$ cat src/rtl/id_ex_pipe_reg.sv
// Decode-to-execute pipeline register with stall/flush, PC-select generation and a
// saturating bubble counter for debug.
module id_ex_pipe_reg #(
    parameter int unsigned XLEN   = 32,
    parameter int unsigned RA_W   = 5,
    parameter int unsigned BCNT_W = 16
) (
    input  logic              clk,
    input  logic              rst_n,
    input  logic              StallE,
    input  logic              FlushE,
    input  logic              ValidD,
    input  logic              RegWriteD,
    input  logic [1:0]        ResultSrcD,
    input  logic              MemWriteD,
    input  logic              JumpD,
    input  logic              BranchD,
    input  logic [2:0]        ALUControlD,
    input  logic              ALUSrcD,
    input  logic [XLEN-1:0]   RD1D,
    input  logic [XLEN-1:0]   RD2D,
    input  logic [XLEN-1:0]   PCD,
    input  logic [XLEN-1:0]   PCPlus4D,
    input  logic [XLEN-1:0]   ImmExtD,
    input  logic [RA_W-1:0]   Rs1D,
    input  logic [RA_W-1:0]   Rs2D,
    input  logic [RA_W-1:0]   RdD,
    input  logic              ZeroE,
    output logic              ValidE,
    output logic              RegWriteE,
    output logic [1:0]        ResultSrcE,
    output logic              MemWriteE,
    output logic              JumpE,
    output logic              BranchE,
    output logic [2:0]        ALUControlE,
    output logic              ALUSrcE,
    output logic [XLEN-1:0]   RD1E,
    output logic [XLEN-1:0]   RD2E,
    output logic [XLEN-1:0]   PCE,
    output logic [XLEN-1:0]   PCPlus4E,
    output logic [XLEN-1:0]   ImmExtE,
    output logic [RA_W-1:0]   Rs1E,
    output logic [RA_W-1:0]   Rs2E,
    output logic [RA_W-1:0]   RdE,
    output logic              PCSrcE,
    output logic [BCNT_W-1:0] BubbleCnt
);

    typedef struct packed {
        logic       reg_write;
        logic [1:0] result_src;
        logic       mem_write;
        logic       jump;
        logic       branch;
        logic [2:0] alu_control;
        logic       alu_src;
    } ctrl_t;

    typedef struct packed {
        logic [XLEN-1:0] rd1;
        logic [XLEN-1:0] rd2;
        logic [XLEN-1:0] pc;
        logic [XLEN-1:0] pc_plus4;
        logic [XLEN-1:0] imm;
        logic [RA_W-1:0] rs1;
        logic [RA_W-1:0] rs2;
        logic [RA_W-1:0] rd;
    } data_t;

    logic              valid_q, valid_d;
    ctrl_t             ctrl_q, ctrl_d, ctrl_in;
    data_t             data_q, data_d, data_in;
    logic [BCNT_W-1:0] bcnt_q, bcnt_d;

    always_comb begin
        ctrl_in = '{
            reg_write:   RegWriteD,
            result_src:  ResultSrcD,
            mem_write:   MemWriteD,
            jump:        JumpD,
            branch:      BranchD,
            alu_control: ALUControlD,
            alu_src:     ALUSrcD
        };
        data_in = '{
            rd1:      RD1D,
            rd2:      RD2D,
            pc:       PCD,
            pc_plus4: PCPlus4D,
            imm:      ImmExtD,
            rs1:      Rs1D,
            rs2:      Rs2D,
            rd:       RdD
        };
    end

    // Flush beats stall; an invalid decode slot never carries live control into E.
    always_comb begin
        valid_d = valid_q;
        ctrl_d  = ctrl_q;
        data_d  = data_q;
        if (FlushE) begin
            valid_d = 1'b0;
            ctrl_d  = '0;
            data_d  = '0;
        end else if (!StallE) begin
            valid_d = ValidD;
            ctrl_d  = ValidD ? ctrl_in : '0;
            data_d  = data_in;
        end
    end

    always_comb begin
        bcnt_d = bcnt_q;
        if (FlushE && (bcnt_q != {BCNT_W{1'b1}})) begin
            bcnt_d = bcnt_q + 1'b1;
        end
    end

    always_ff @(posedge clk or negedge rst_n) begin
        if (!rst_n) begin
            valid_q <= 1'b0;
            ctrl_q  <= '0;
            data_q  <= '0;
            bcnt_q  <= '0;
        end else begin
            valid_q <= valid_d;
            ctrl_q  <= ctrl_d;
            data_q  <= data_d;
            bcnt_q  <= bcnt_d;
        end
    end

    always_comb begin
        ValidE      = valid_q;
        RegWriteE   = ctrl_q.reg_write;
        ResultSrcE  = ctrl_q.result_src;
        MemWriteE   = ctrl_q.mem_write;
        JumpE       = ctrl_q.jump;
        BranchE     = ctrl_q.branch;
        ALUControlE = ctrl_q.alu_control;
        ALUSrcE     = ctrl_q.alu_src;
        RD1E        = data_q.rd1;
        RD2E        = data_q.rd2;
        PCE         = data_q.pc;
        PCPlus4E    = data_q.pc_plus4;
        ImmExtE     = data_q.imm;
        Rs1E        = data_q.rs1;
        Rs2E        = data_q.rs2;
        RdE         = data_q.rd;
        PCSrcE      = valid_q & ((ctrl_q.branch & ZeroE) | ctrl_q.jump);
        BubbleCnt   = bcnt_q;
    end

endmodule

$ cat config.mk
export PLATFORM = sky130hd
export DESIGN_NAME = id_ex_pipe_reg
export DESIGN_NICKNAME = d
export VERILOG_FILES = /design/src/rtl/id_ex_pipe_reg.sv
export SDC_FILE = /design/constraint.sdc
export NUM_CORES = 1
export LEC_CHECK = 0
export ABC_AREA = 1
export BUFFER_PORTS_ARGS = -buffer_cell sky130_fd_sc_hd__buf_2
export CORE_AREA = 2 2 196 102
export DETAILED_ROUTE_END_ITERATION = 8
export DIE_AREA = 0 0 198 104
export GPL_ROUTABILITY_DRIVEN = 0
export PLACE_DENSITY = 0.77
export SLEW_MARGIN = 20
export SYNTH_ARGS = -nofsm -noshare
export SYNTH_HDL_FRONTEND = slang
export SYNTH_SLANG_ARGS = --single-unit
$ cat constraint.sdc
create_clock -name clk -period 2.3 [get_ports clk]
set_clock_uncertainty 0.05 [all_clocks]
set_input_delay 0.46 -clock clk [delete_from_list [all_inputs] [get_ports clk]]
set_output_delay 0.46 -clock clk [all_outputs]
set_load 0.01 [all_outputs]
==> impl_metrics.env, run 1 <==
export IMPL_worstHoldStart="RD2D[0]"
export IMPL_grt_pass1_vias=7454
export IMPL_synth_most_common_cell="nand2_1"
export IMPL_pre_cts_slack_ps=514
export IMPL_drt_pass1_iter_count=5
export IMPL_htreeDepth=1
export IMPL_cpMaxStageDelayCell="dfrtp_1"
export IMPL_vdd_drop_max_uv=381
export IMPL_worst_ep_arrival_time_ps=1190
export IMPL_viasPerCell=4.92
export IMPL_wirelength_um=25100
export IMPL_synth_top_area_share_pct=60.8
export IMPL_synth_common_cells="415 x nand2_1, 202 x dfrtp_1, 201 x nand3_1"
export IMPL_drt_iter0_markers=512
export IMPL_syn_num_nets=1135
export IMPL_tightest_slew_ps=634
export IMPL_num_vias=7805
export IMPL_postCtsResizedCells=0
export IMPL_cts_buffer_depth=3
export IMPL_async_reset_ff_share_pct=100
export IMPL_maxCapViolCount=0
export IMPL_final_cells=1587
export IMPL_syn_area_um2=8310
export IMPL_clk_pin_slew_ps=70
export IMPL_seq_area_frac_synth_pct=60.8
export IMPL_yosysTopAreaCell="dfrtp_1"
export IMPL_outcome="complete, no violations"
export IMPL_cts_sinks=202
export IMPL_cts_buffers=18
export IMPL_ys_ff_latch=202
export IMPL_leakage_nw=6.67
export IMPL_ys_warn_count=0
export IMPL_start_util_pct=43.8
export IMPL_synth_cells=943
export IMPL_period_share_pct=73.8
export IMPL_synthFlopType="dfrtp_1"
export IMPL_slew_violations=0
export IMPL_synth_avg_cell_area_um2=8.82
export IMPL_std_cell_rows=36
export IMPL_core_area_um2=19000
export IMPL_required_ps=1790
export IMPL_grt_max_degree=103
export IMPL_io_buffers=393
export IMPL_slew_headroom_pct=57.7
export IMPL_grt_pass1_wl_um=39700
export IMPL_fp_dieH_um=104
export IMPL_antennaDiodeCount=0
export IMPL_setup_tns_ps=0
export IMPL_stdcell_area_um2=11100
export IMPL_cts_tree="yes"
export IMPL_crit_type="reg2out"
export IMPL_crit_path_start_kind="flop"
export IMPL_power_density_nw_per_um2=723
export IMPL_final_fill_count=1728
export IMPL_synth_area_leaders="dfrtp_1 61%, nand2_1 19%, nand3_1 12%, buf_2 2.7%, inv_1 0.63%"
export IMPL_hpwl_um=17900
export IMPL_netlist_cell_type_count=23
export IMPL_hp_class="in2reg"
export IMPL_period_minus_slack_ps=1700
export IMPL_place_area_um2=10600
export IMPL_antenna_found_initial=1
export IMPL_nNetsFinal=1502
export IMPL_setup_ws_ps=603
export IMPL_insertion_delay_ps=480
export IMPL_worstPathCellList="buf_2"
export IMPL_fmax_ghz=0.589
export IMPL_area_growth_pct=34.0
export IMPL_synth_edff_count=0
export IMPL_gr_total_overflow=0
export IMPL_rsz0062_at_grt="no"
export IMPL_critical_path_top_delay_family="flip-flops"
export IMPL_die_area_um2=20600
export IMPL_post_drt_wl_per_cell_um=15.8
export IMPL_die_w_um=198
export IMPL_setup_viol=0
export IMPL_final_hold_viol_count=0
export IMPL_drive_gt1_share_pct=34.3
export IMPL_worst_path_buf_inv=1
export IMPL_remaining_drc_errors=0
export IMPL_critPathLaunch="BubbleCnt[2]"
export IMPL_drtAntennaViolNets=0
export IMPL_grt_usage_pct=24.0
export IMPL_cp_max_fo=7
export IMPL_worstReg2RegStart="BubbleCnt[0]"
export IMPL_dp_cells=1555
export IMPL_root_buffer="clkbuf_16"
export IMPL_critPathMaxStageDelay_ps=510
export IMPL_end_kind="primary output"
export IMPL_pin_count=394
where the power goes:
| group | internal, mW | leakage, nW | switching (mW) | total (mW) |
|---|---|---|---|---|
| clock | 1.72 | 0.287 | 1.29 | 3.02 |
| combinational | 0.428 | 3.70 | 0.656 | 1.08 |
| sequential | 3.77 | 2.69 | 0.186 | 3.96 |
cell type report:
type	count	area [um^2]	area share (%)
clock inverter	4	45.0	0.404
clock buffer	27	536	4.81
inverter	15	61.3	0.550
sequential	202	5050	45.4
multi-input combinational	664	2920	26.2
timing repair buffer	409	2190	19.7
tap	266	333	2.99
what timing repair did:
item	in CTS	in global routing
setup buffers	0	0
hold endpoints to repair	52	0
hold buffers	1	0
final timing paths:
path                                  to  slack, ps  cells past startpoint
max reg2reg                BubbleCnt[10]        620                      8
min in group asynchronous     ImmExtE[3]        480                      2
min reg2reg                     RD1E[20]        460                      2
min                              RD2E[0]        120                      3
max in group asynchronous    PCPlus4E[6]       1100                      3
max                         BubbleCnt[2]        600                      1
metal layers:
metal	GRT usage, %	routed length [um]	part of all wire, %	vias up
met5	0	17	0.068	-
li1	-	-	-	3759
met2	39.3	11900	47	296
met3	6.71	2020	8.1	23
met4	3.81	300	1.2	2
met1	32.4	10900	43	3725
logic make-up (layout without fill, tap and decap cells):
group | count (synthesis) | in the layout | synth area share [%]
AOI/OAI and AO/OA | 7 | 7 | 0.421
xor gates and xnor gates | 5 | 5 | 0.527
adders and majority gates | 1 | 1 | 0.150
buffers and inverters | 77 | 455 | 4.15
DFF | 202 | 202 | 60.8
and+or+nand+nor | 651 | 651 | 34.0
cell usage in the layout (no fill, tap or decap), types with 7 or more instances in the layout:
cell type and n:
dfrtp_1 202, buf_4 8, buf_12 7, buf_2 391, nand2_1 415, nor2_1 8, clkbuf_16 19, inv_1 14
nand3_1 201
registers in the layout, summed over array words and instances, names as in the netlist:
| name | flops |
|---|---|
| Rs1E | 5 |
| ResultSrcE | 2 |
| RD1E | 32 |
| ALUSrcE | 1 |
| RegWriteE | 1 |
| MemWriteE | 1 |
| ImmExtE | 32 |
| BubbleCnt | 16 |
| Rs2E | 5 |
| BranchE | 1 |
| JumpE | 1 |
| RD2E | 32 |
| RdE | 5 |
| PCPlus4E | 32 |
| ValidE | 1 |
| PCE | 32 |
| ALUControlE | 3 |
metrics by stage:
stage / total power, mW / hold slack (ps) / util (%)
5_1_grt: 8.42 / 102 / 58.7
3_5_place_dp: 5.11 / 433 / 55.6
3_3_place_gp: 5.08 / 436 / 55.6
6_report: 8.06 / 119 / 58.7
4_1_cts: 8.13 / 93.5 / 58.7
2_1_floorplan: 4.47 / 114 / -
(Power assumes the default switching activity.)
==> run 2: changes to the inputs <==
Clock period 2.3 ns to 1.7 ns, I/O delays scaled along.
==> run 2 against run 1 <==
Effect of this change:
- sequential power up 35%
- cell count up 5.3%
- setup slack worse by 500 ps
- core utilization up 4.7 points
- highest routed layer unchanged
- die area unchanged
- largest power group unchanged
==> impl_metrics.env, run 2 (synthesis results as in run 1) <==
export IMPL_layout_common_cells="415 x nand2_1, 391 x buf_2, 202 x dfrtp_1"
export IMPL_hp_class="in2reg"
export IMPL_critical_path_top_delay_family="flip-flops"
export IMPL_grt_max_degree=122
export IMPL_viasPerCell=4.94
export IMPL_min_to="RD1E[23]"
export IMPL_dr_wl_met2_um=12900
export IMPL_insertion_delay_ps=480
export IMPL_r2r_end="BubbleCnt[10]"
export IMPL_root_buffer="clkbuf_16"
export IMPL_remaining_drc_errors=0
export IMPL_final_fill_count=1569
export IMPL_die_area_um2=20600
export IMPL_leakage_nw=7.04
export IMPL_rrSetupSlack_ps=120
export IMPL_rsz0062_at_grt="no"
export IMPL_wl_met3_um=2180
export IMPL_io_buffers=393
export IMPL_antenna_found_initial=3
export IMPL_final_common_cell="nand2_1"
export IMPL_outcome="complete, no violations"
export IMPL_multiInputGateArea_um2=2920
export IMPL_start_util_pct=43.8
export IMPL_gr_total_overflow=0
export IMPL_maxCapViolCount=0
export IMPL_area_growth_pct=44.6
export IMPL_cts_buffer_depth=3
export IMPL_hpwl_um=18000
export IMPL_worst_ep_arrival_time_ps=1210
export IMPL_required_ps=1310
export IMPL_end_kind="primary output"
export IMPL_drt_pass1_iter_count=5
export IMPL_post_drt_wl_per_cell_um=16.1
export IMPL_core_area_um2=19000
export IMPL_critPathMaxStageDelay_ps=410
export IMPL_setup_tns_ps=0
export IMPL_holdWs_ps=11.0
export IMPL_grt_pass1_vias=8149
export IMPL_pin_count=394
export IMPL_setup_viol=0
export IMPL_final_hold_viol_count=0
export IMPL_vdd_drop_max_uv=764
export IMPL_period_share_pct=94.1
export IMPL_dp_cells=1567
export IMPL_htreeDepth=1
export IMPL_cts_setup_buffers=0
export IMPL_die_w_um=198
export IMPL_cpMaxStageDelayCell="dfrtp_1"
export IMPL_crit_path_start_kind="flop"
export IMPL_worstPathCellList="buf_4 -> buf_2"
export IMPL_grt_usage_pct=25.6
export IMPL_cp_max_fo=5
export IMPL_cts_buffers=19
export IMPL_worstReg2RegStart="BubbleCnt[1]"
export IMPL_drtAntennaViolNets=0
export IMPL_fmax_ghz=0.625
export IMPL_hold_path_depth=3
export IMPL_fin_util_pct=63.4
export IMPL_worstHoldStart="RD1D[23]"
export IMPL_fp_dieH_um=104
export IMPL_slew_violations=0
export IMPL_crit_type="reg2out"
export IMPL_cp_depth=2
export IMPL_nNetsFinal=1585
export IMPL_drive_gt1_share_pct=33.1
export IMPL_cts_sinks=202
export IMPL_wirelength_um=26900
export IMPL_clk_pin_slew_ps=70
export IMPL_std_cell_rows=36
export IMPL_num_vias=8263
export IMPL_power_density_nw_per_um2=922
export IMPL_reg2reg_depth=8
export IMPL_cts_tree="yes"
export IMPL_worst_path_buf_inv=2
export IMPL_slew_headroom_pct=62.2
export IMPL_final_cells=1671
export IMPL_tightest_slew_ps=566
export IMPL_period_minus_slack_ps=1600
export IMPL_drt_iter0_markers=660
export IMPL_seqCellArea_um2=5050
export IMPL_highest_layer="met5"
export IMPL_grt_pass1_wl_um=42200
export IMPL_wl_met1_um=11000
-- run 2: cell types whose count changed in the layout (fill, tap and decap cells not counted), moves of 2 or more --
cell,before,now
buf_12,7,14
buf_4,8,13
clkbuf_1,5,7
clkinv_2,3,0
diode_2,0,2
dlygate4sd3_1,1,71
-- run 2: per-layer routing --
layer | track usage [%] | up-vias
li1 | - | 3918
met1 | 32.8 | 3924
met2 | 42.7 | 354
met3 | 6.49 | 65
met4 | 8.43 | 2
met5 | 0 | -
-- run 2: repair_timing --
item,CTS,global route
hold endpoints to repair,108,0
gates resized for setup,0,1
endpoints found under the setup margin,0,1
hold buffers,71,0
-- run 2: area by class of cell --
type,instances,area share [%]
Clock inverter,2,0.312
Timing Repair Buffer,491,25.5
Clock buffer,29,4.52
Antenna cell,2,0.0416
Inverter,15,0.510
Sequential cell,202,42.0
Multi-Input combinational cell,664,24.3
Tap cell,266,2.77
-- run 2: worst max-delay path by stage --
| stage | from | endpoint | slack [ps] |
|---|---|---|---|
| 4_1_cts | BubbleCnt[9] | BubbleCnt[9] | 90 |
| 3_5_place_dp | BubbleCnt[1] | BubbleCnt[10] | 100 |
| 6_report | BubbleCnt[9] | BubbleCnt[9] | 100 |
| 3_3_place_gp | BubbleCnt[1] | BubbleCnt[10] | 150 |
| 2_1_floorplan | BubbleCnt[0] | BubbleCnt[10] | 140 |
| 5_1_grt | BubbleCnt[1] | BubbleCnt[10] | 20 |
-- run 2: power by group --
group          switching [mW]  internal [mW]
Combinational           0.946          0.732
Sequential              0.230           5.10
Clock                    1.74           2.34
Total                    2.91           8.18
-- run 2: through the flow --
step	cell area (um^2)	total power, mW	setup slack (ps)
final	12000	11.1	101
after global routing	12000	11.6	21.1
after CTS	12000	11.2	88.5
after detailed placement	10700	6.95	101
after global placement	10700	6.91	155
after floorplan	8310	6.05	136
-- run 2: worst reg2reg max path, stage by stage (launching register included) --
cell and delay (ps):
dfrtp_1 420, ha_2 240, inv_1 60, nor2_2 180
nand2_2 110, nor2_4 170, nand2_4 70, o21ai_1 120
nand2_1 60
